[src/rtl/decoder16_skid.sv]
// decoder16_skid: registered 4-to-16 one-hot decoder with valid/ready on both
// sides and a two-entry skid buffer (main register drives the outputs, skid
// register absorbs one entry while the consumer stalls).
// Optional feature: define DECODER16_SELFCHECK_EN to re-encode every departing
// entry and raise a sticky err on any inconsistent select/index pair.
module decoder16_skid (
    input  logic        clk,
    input  logic        rst,
    input  logic        in_valid,
    output logic        in_ready,
    input  logic        in_en,
    input  logic [3:0]  in_idx,
    output logic        out_valid,
    input  logic        out_ready,
    output logic [15:0] out,
    output logic [3:0]  out_idx,
    output logic        err
);

    logic        main_valid;
    logic [15:0] main_out;
    logic [3:0]  main_idx;
    logic        skid_valid;
    logic [15:0] skid_out;
    logic [3:0]  skid_idx;

    logic        in_fire;
    logic        out_fire;
    logic [15:0] dec_out;
    logic [3:0]  dec_idx;

    // Decode the incoming request; a disabled request carries an all-zero entry
    always_comb begin
        dec_out  = '0;
        dec_idx  = '0;
        in_fire  = in_valid && !skid_valid;
        out_fire = main_valid && out_ready;
        if (in_en) begin
            dec_out = 16'h0001 << in_idx;
            dec_idx = in_idx;
        end
    end

    // Main/skid storage; the skid is only ever filled while main is full and stalled
    always_ff @(posedge clk or posedge rst) begin
        if (rst) begin
            main_valid <= 1'b0;
            main_out   <= '0;
            main_idx   <= '0;
            skid_valid <= 1'b0;
            skid_out   <= '0;
            skid_idx   <= '0;
        end else if (!main_valid) begin
            if (in_fire) begin
                main_valid <= 1'b1;
                main_out   <= dec_out;
                main_idx   <= dec_idx;
            end
        end else if (out_fire) begin
            if (skid_valid) begin
                main_out   <= skid_out;
                main_idx   <= skid_idx;
                skid_valid <= 1'b0;
            end else if (in_fire) begin
                main_out   <= dec_out;
                main_idx   <= dec_idx;
            end else begin
                main_valid <= 1'b0;
            end
        end else if (in_fire) begin
            skid_valid <= 1'b1;
            skid_out   <= dec_out;
            skid_idx   <= dec_idx;
        end
    end

    assign in_ready  = ~skid_valid;
    assign out_valid = main_valid;
    assign out       = main_out;
    assign out_idx   = main_idx;

`ifdef DECODER16_SELFCHECK_EN
    logic chk_ok;
    logic err_q;

    // Legal entries: exactly the bit at main_idx, or an all-zero select with index 0
    always_comb begin
        chk_ok = (main_out == (16'h0001 << main_idx)) ||
                 ((main_out == 16'h0000) && (main_idx == 4'd0));
    end

    // Sticky error flag, cleared only by reset
    always_ff @(posedge clk or posedge rst) begin
        if (rst) begin
            err_q <= 1'b0;
        end else if (out_fire && !chk_ok) begin
            err_q <= 1'b1;
        end
    end

    assign err = err_q;
`else
    assign err = 1'b0;
`endif

endmodule

[config.mk]
export PLATFORM = sky130hd
export DESIGN_NAME = decoder16_skid
export DESIGN_NICKNAME = d
export VERILOG_FILES = /design/src/rtl/decoder16_skid.sv
export SDC_FILE = /design/constraint.sdc
export NUM_CORES = 1
export LEC_CHECK = 0
export ABC_AREA = 1
export BUFFER_PORTS_ARGS = -buffer_cell sky130_fd_sc_hd__clkbuf_2
export CORE_MARGIN = 2
export CORE_UTILIZATION = 63
export CTS_BUF_LIST = sky130_fd_sc_hd__clkbuf_8
export CTS_CLUSTER_DIAMETER = 60
export DETAILED_ROUTE_END_ITERATION = 16
export HOLD_SLACK_MARGIN = 0.02
export PLACE_DENSITY = 0.87
export SLEW_MARGIN = 40
export SYNTH_ARGS = -nofsm -noshare
export SYNTH_HDL_FRONTEND = slang
export SYNTH_SLANG_ARGS = --single-unit
[constraint.sdc]
create_clock -name clk -period 3.3 [get_ports clk]
set_input_delay 0.33 -clock clk [delete_from_list [all_inputs] [get_ports clk]]
set_output_delay 0.33 -clock clk [all_outputs]
set_load 0.005 [all_outputs]
=== After elaboration in Yosys (flattened, before gate mapping) ===
Index checks and enable logic that the tools add are counted.

* Flip-flop bits (word level): 42
* Input bits: 9
* Output and inout port bits: 23

* Equal/unequal tests: 1
* Shifts and indexed selects: 1
* Muxes and demuxes: 16
* Bitwise logic cells: 2
* Reductions and logical operators: 6

{| class="wikitable"
|+ Operators with widths
! cell !! number
|-
| $mux W16 || 5
|-
| $mux W4 || 5
|-
| $shl A1 B4 Y16 const A || 1
|-
| $mux W1 || 6
|-
| $reduce_and A3 Y1 || 1
|-
| $logic_and A1 B1 Y1 || 2
|-
| $ne A2 B1 Y1 const B || 1
|-
| $not A1 Y1 || 2
|-
| $reduce_and A2 Y1 || 1
|-
| $reduce_bool A2 Y1 || 1
|-
| $logic_not A1 Y1 || 1
|}

=== Logic depth before layout (Yosys ltp) ===
* Word-level depth: 6
* Mapped depth: 8
* Gate-level depth less buffers: 8

=== Worst setup path before layout ===
No wires, ideal clock.

* Kind: reg-to-reg
* Start point: register skid_valid
* End point: register skid_out[5]
* Arrival time: 1.016 ns
* Required time: 3.175 ns
* Setup slack: 2.158 ns
* Stages on the path, launching flop included: 9
* Path buffers: 2
* Period minus slack after synthesis: 1.142 ns
* Cell sequence: dfrtp_1 > inv_2 > nand2_4 > inv_4 > nand2_2 > buf_6 > buf_6 > nand2_1 > o31ai_1

* Word-level cells in the longest chain between the ends: 3

{| class="wikitable"
|+ RTL lines
! item !! line !! source
|-
| from (decl) || 23 || <nowiki>logic skid_valid;</nowiki>
|-
| from (signal assigned) || 50 || <nowiki>skid_valid <= 1'b0;</nowiki>
|-
| from (signal assigned) || 63 || <nowiki>skid_valid <= 1'b0;</nowiki>
|-
| from (signal assigned) || 71 || <nowiki>skid_valid <= 1'b1;</nowiki>
|-
| $logic_not A1 Y1 || 36 || <nowiki>in_fire = in_valid && !skid_valid;</nowiki>
|-
| $logic_and A1 B1 Y1 || 36 ||
|-
| $reduce_and A3 Y1 (no line) || -- ||
|-
| to (signal assigned) || 72 || <nowiki>skid_out <= dec_out;</nowiki>
|-
| to (decl) || 24 || <nowiki>logic [15:0] skid_out;</nowiki>
|}

Every way passes these cells.
A chain may end at the register's enable or synchronous reset.

=== Worst setup path in the final report ===
* Start point: register main_valid (netlist: out_valid)
* End point: register main_out[3] (netlist: out[3])

* Word-level cells in the longest chain between the ends: 2
* Elaborated cells on any way between the ends: 3
* Those cells by class: eq/ne: 1; mux: 1; reduce/logical: 1

{| class="wikitable"
|+ RTL lines
! item !! line !! source
|-
| from (decl) || 20 || <nowiki>logic main_valid;</nowiki>
|-
| from (signal assigned) || 47 || <nowiki>main_valid <= 1'b0;</nowiki>
|-
| from (signal assigned) || 55 || <nowiki>main_valid <= 1'b1;</nowiki>
|-
| from (signal assigned) || 68 || <nowiki>main_valid <= 1'b0;</nowiki>
|-
| $logic_and A1 B1 Y1 || 37 || <nowiki>out_fire = main_valid && out_ready;</nowiki>
|-
| $ne A2 B1 Y1 (no line) || -- ||
|-
| to (signal assigned) || 56 || <nowiki>main_out <= dec_out;</nowiki>
|-
| to (signal assigned) || 61 || <nowiki>main_out <= skid_out;</nowiki>
|-
| to (signal assigned) || 65 || <nowiki>main_out <= dec_out;</nowiki>
|-
| to (decl) || 21 || <nowiki>logic [15:0] main_out;</nowiki>
|}

Several ways; a longest one is shown, not always the timed one.

==> metrics.csv <==
metric,value,unit
ys.flop_type,dfrtp_1,
top_layer,met4,
clkTransAtPathRegs,80,ps
antenna_cells,0,
worst_slack,1650,ps
h-tree-depth,2,
drt_first_pass_iters,4,
start_kind,flop,
route.detailed.drc,0,
finalPower,1.96,mW
end_kind,flop,
die_area,0.00376,sq mm
worst_pin_slew,625,ps
fin_crit_sh,49.9,%
setup_tns,0,ps
cap_violations,0,
drv_slew,0,
critPathRequiredTime,3520,ps
yosysTopAreaCell,dfrtp_1,
async_flop_share,100,%
dr.first_iter.drc_count,127,
syn_nets,255,
wl_met1,1920,um
wl_per_cell,12.6,um
grt_max_degree,43,
grt_pass1_wl,6590,um
ys_ff_latch,42,
synth_top_area_share,50.7,%
crit_family,compound AO/OA/AOI/OAI gates,
numCtsBuffers,5,
num_io_pins,32,
path_buf_inv,0,
cellPowerDensity,853,mW/mm^2
status,completed,
groute.usage.overall,24.1,%
worstPathCellList,nand2_1 -> a21oi_4 -> nor2_1 -> a21oi_2,
drt_wl_total,3980,um
cts_hold_buf,0,
postSynthCellCount,246,
place.gp.congestion,0.788,
core,0.00310,sq mm
cpPeakStageDelay,570,ps
reg2reg_slack,1650,ps
drive_above_1_share,28.7,%
insertion_delay,290,ps
post_cts_buffers,0,
synthesis.area,0.00207,sq mm
fmax,0.608,GHz
preCtsSetupSlack,1480,ps
syn_to_final_growth,10.8,%
vdd_drop_max,0.389,mV
ys_types,21,
fin_skew,8.37,ps
finalSetupViolations,0,
grt_antenna_before_repair,0,
ctsRootBufferMaster,clkbuf_8,
syn_avg_cell_area,8.42,sq um
synthTopCellsByCount,"68 x nand2_1, 42 x dfrtp_1, 22 x nor2_1, 17 x a21oi_2",
clockBufferDepth,2,
synth.most_common_cell,nand2_1,
drtAntennaViolNets,0,
synth.yosys.seq_area_share,50.7,%
yosys_warnings,0,
grt_pass1_vias,1456,
slew_headroom,58.2,%
route.met3.wl,195,um
finalHoldViolations,0,
cts_tree,built,
numPortBuffers,30,
finalNetCount,280,
fin_crit,1650,ps
hp-class,in -> async,
die_width,61.4,um
initial_core_util,66.8,%
cp.arrival,1870,ps
cts_resized,0,
overflow,0,
criticalPathCategory,reg -> reg,
p_leak,1.15,nW
vias,1640,
vias_per_cell,5.19,
fp-row-count,20,
synth_edf_count,0,
cts_sinks,42,
die_y,61.4,um
wl_met2,1820,um
place_hpwl,2680,um
crit_fanout,20,
rsz0062_at_grt,false,
ys_top_cells_by_area,"dfrtp_1 51%, nand2_1 12%, a21oi_2 7.2%",
crit_slowest_cell,a21oi_4,
[cells by family after synthesis]
kind of cell | synth area share (%)
AND/OR/NAND/NOR | 25.1
AO/OA/AOI/OAI | 15.2
flip-flops | 50.7
buffers and inverters | 8.82
other | 0.181
[stage by stage]
stage | instance area (sq um) | std cells | util [%] | hold WS [ps]
after floorplan | 2070 | 246 | - | 444
after global placement | 2180 | 308 | 70.2 | 455
after detailed placement | 2180 | 308 | 70.2 | 469
after CTS | 2290 | 316 | 73.8 | 160
after global routing | 2300 | 316 | 74.0 | 176
final | 2300 | 316 | 74.0 | 137
[sequential cells by signal, indices dropped and copies added (netlist names)]
signal,cells
out,16
out_idx,4
out_valid,1
skid_idx,4
skid_out,16
skid_valid,1
[cell type report]
type,count,area (sq um)
multi-input combinational,171,846
clock inverter,3,40.0
tap,44,55.1
fill,242,807
timing repair buffer,31,158
inverter,20,77.6
sequential,42,1050
clock buffer,5,68.8
[metal layers]
layer	GRT usage [%]	vias to the layer above
li1	-	826
met1	33.2	770
met3	6.51	5
met2	37.4	39
met5	0	-
met4	7.60	0
[power by group]
part | leakage, nW | internal, mW | total, mW | switching, mW
registers | 0.538 | 0.690 | 0.782 | 0.0924
clock network | 0.0579 | 0.223 | 0.396 | 0.173
logic | 0.554 | 0.315 | 0.780 | 0.466
total | 1.15 | 1.23 | 1.96 | 0.731
[cells in the final DEF, fill, tap and decap left out, drive strengths merged, types with 2 or more instances in the layout]
| cell | instances |
|---|---|
| nor2 | 24 |
| clkbuf | 35 |
| nand2 | 70 |
| o31ai | 2 |
| dfrtp | 42 |
| nand3 | 14 |
| a21oi | 17 |
| inv | 20 |
| o21ai | 29 |
| clkinv | 2 |
| or2 | 13 |
[worst reg2reg max path: stages (launching register included)]
cell,delay [ps]
dfrtp_1,390
nand2_1,360
a21oi_4,570
nor2_1,130
a21oi_2,140
[path summary, 6_finish.rpt]
kind | start | end | cells past startpoint
min | rst | out[12] | 3
max | out_valid | out[3] | 4
min reg2reg | skid_out[6] | skid_out[6] | 2
max reg2reg | out_valid | out[3] | 4
max in group asynchronous | rst | skid_out[15] | 3
min in group clk | out_ready | skid_valid | 4
(Power assumes the default switching activity.)
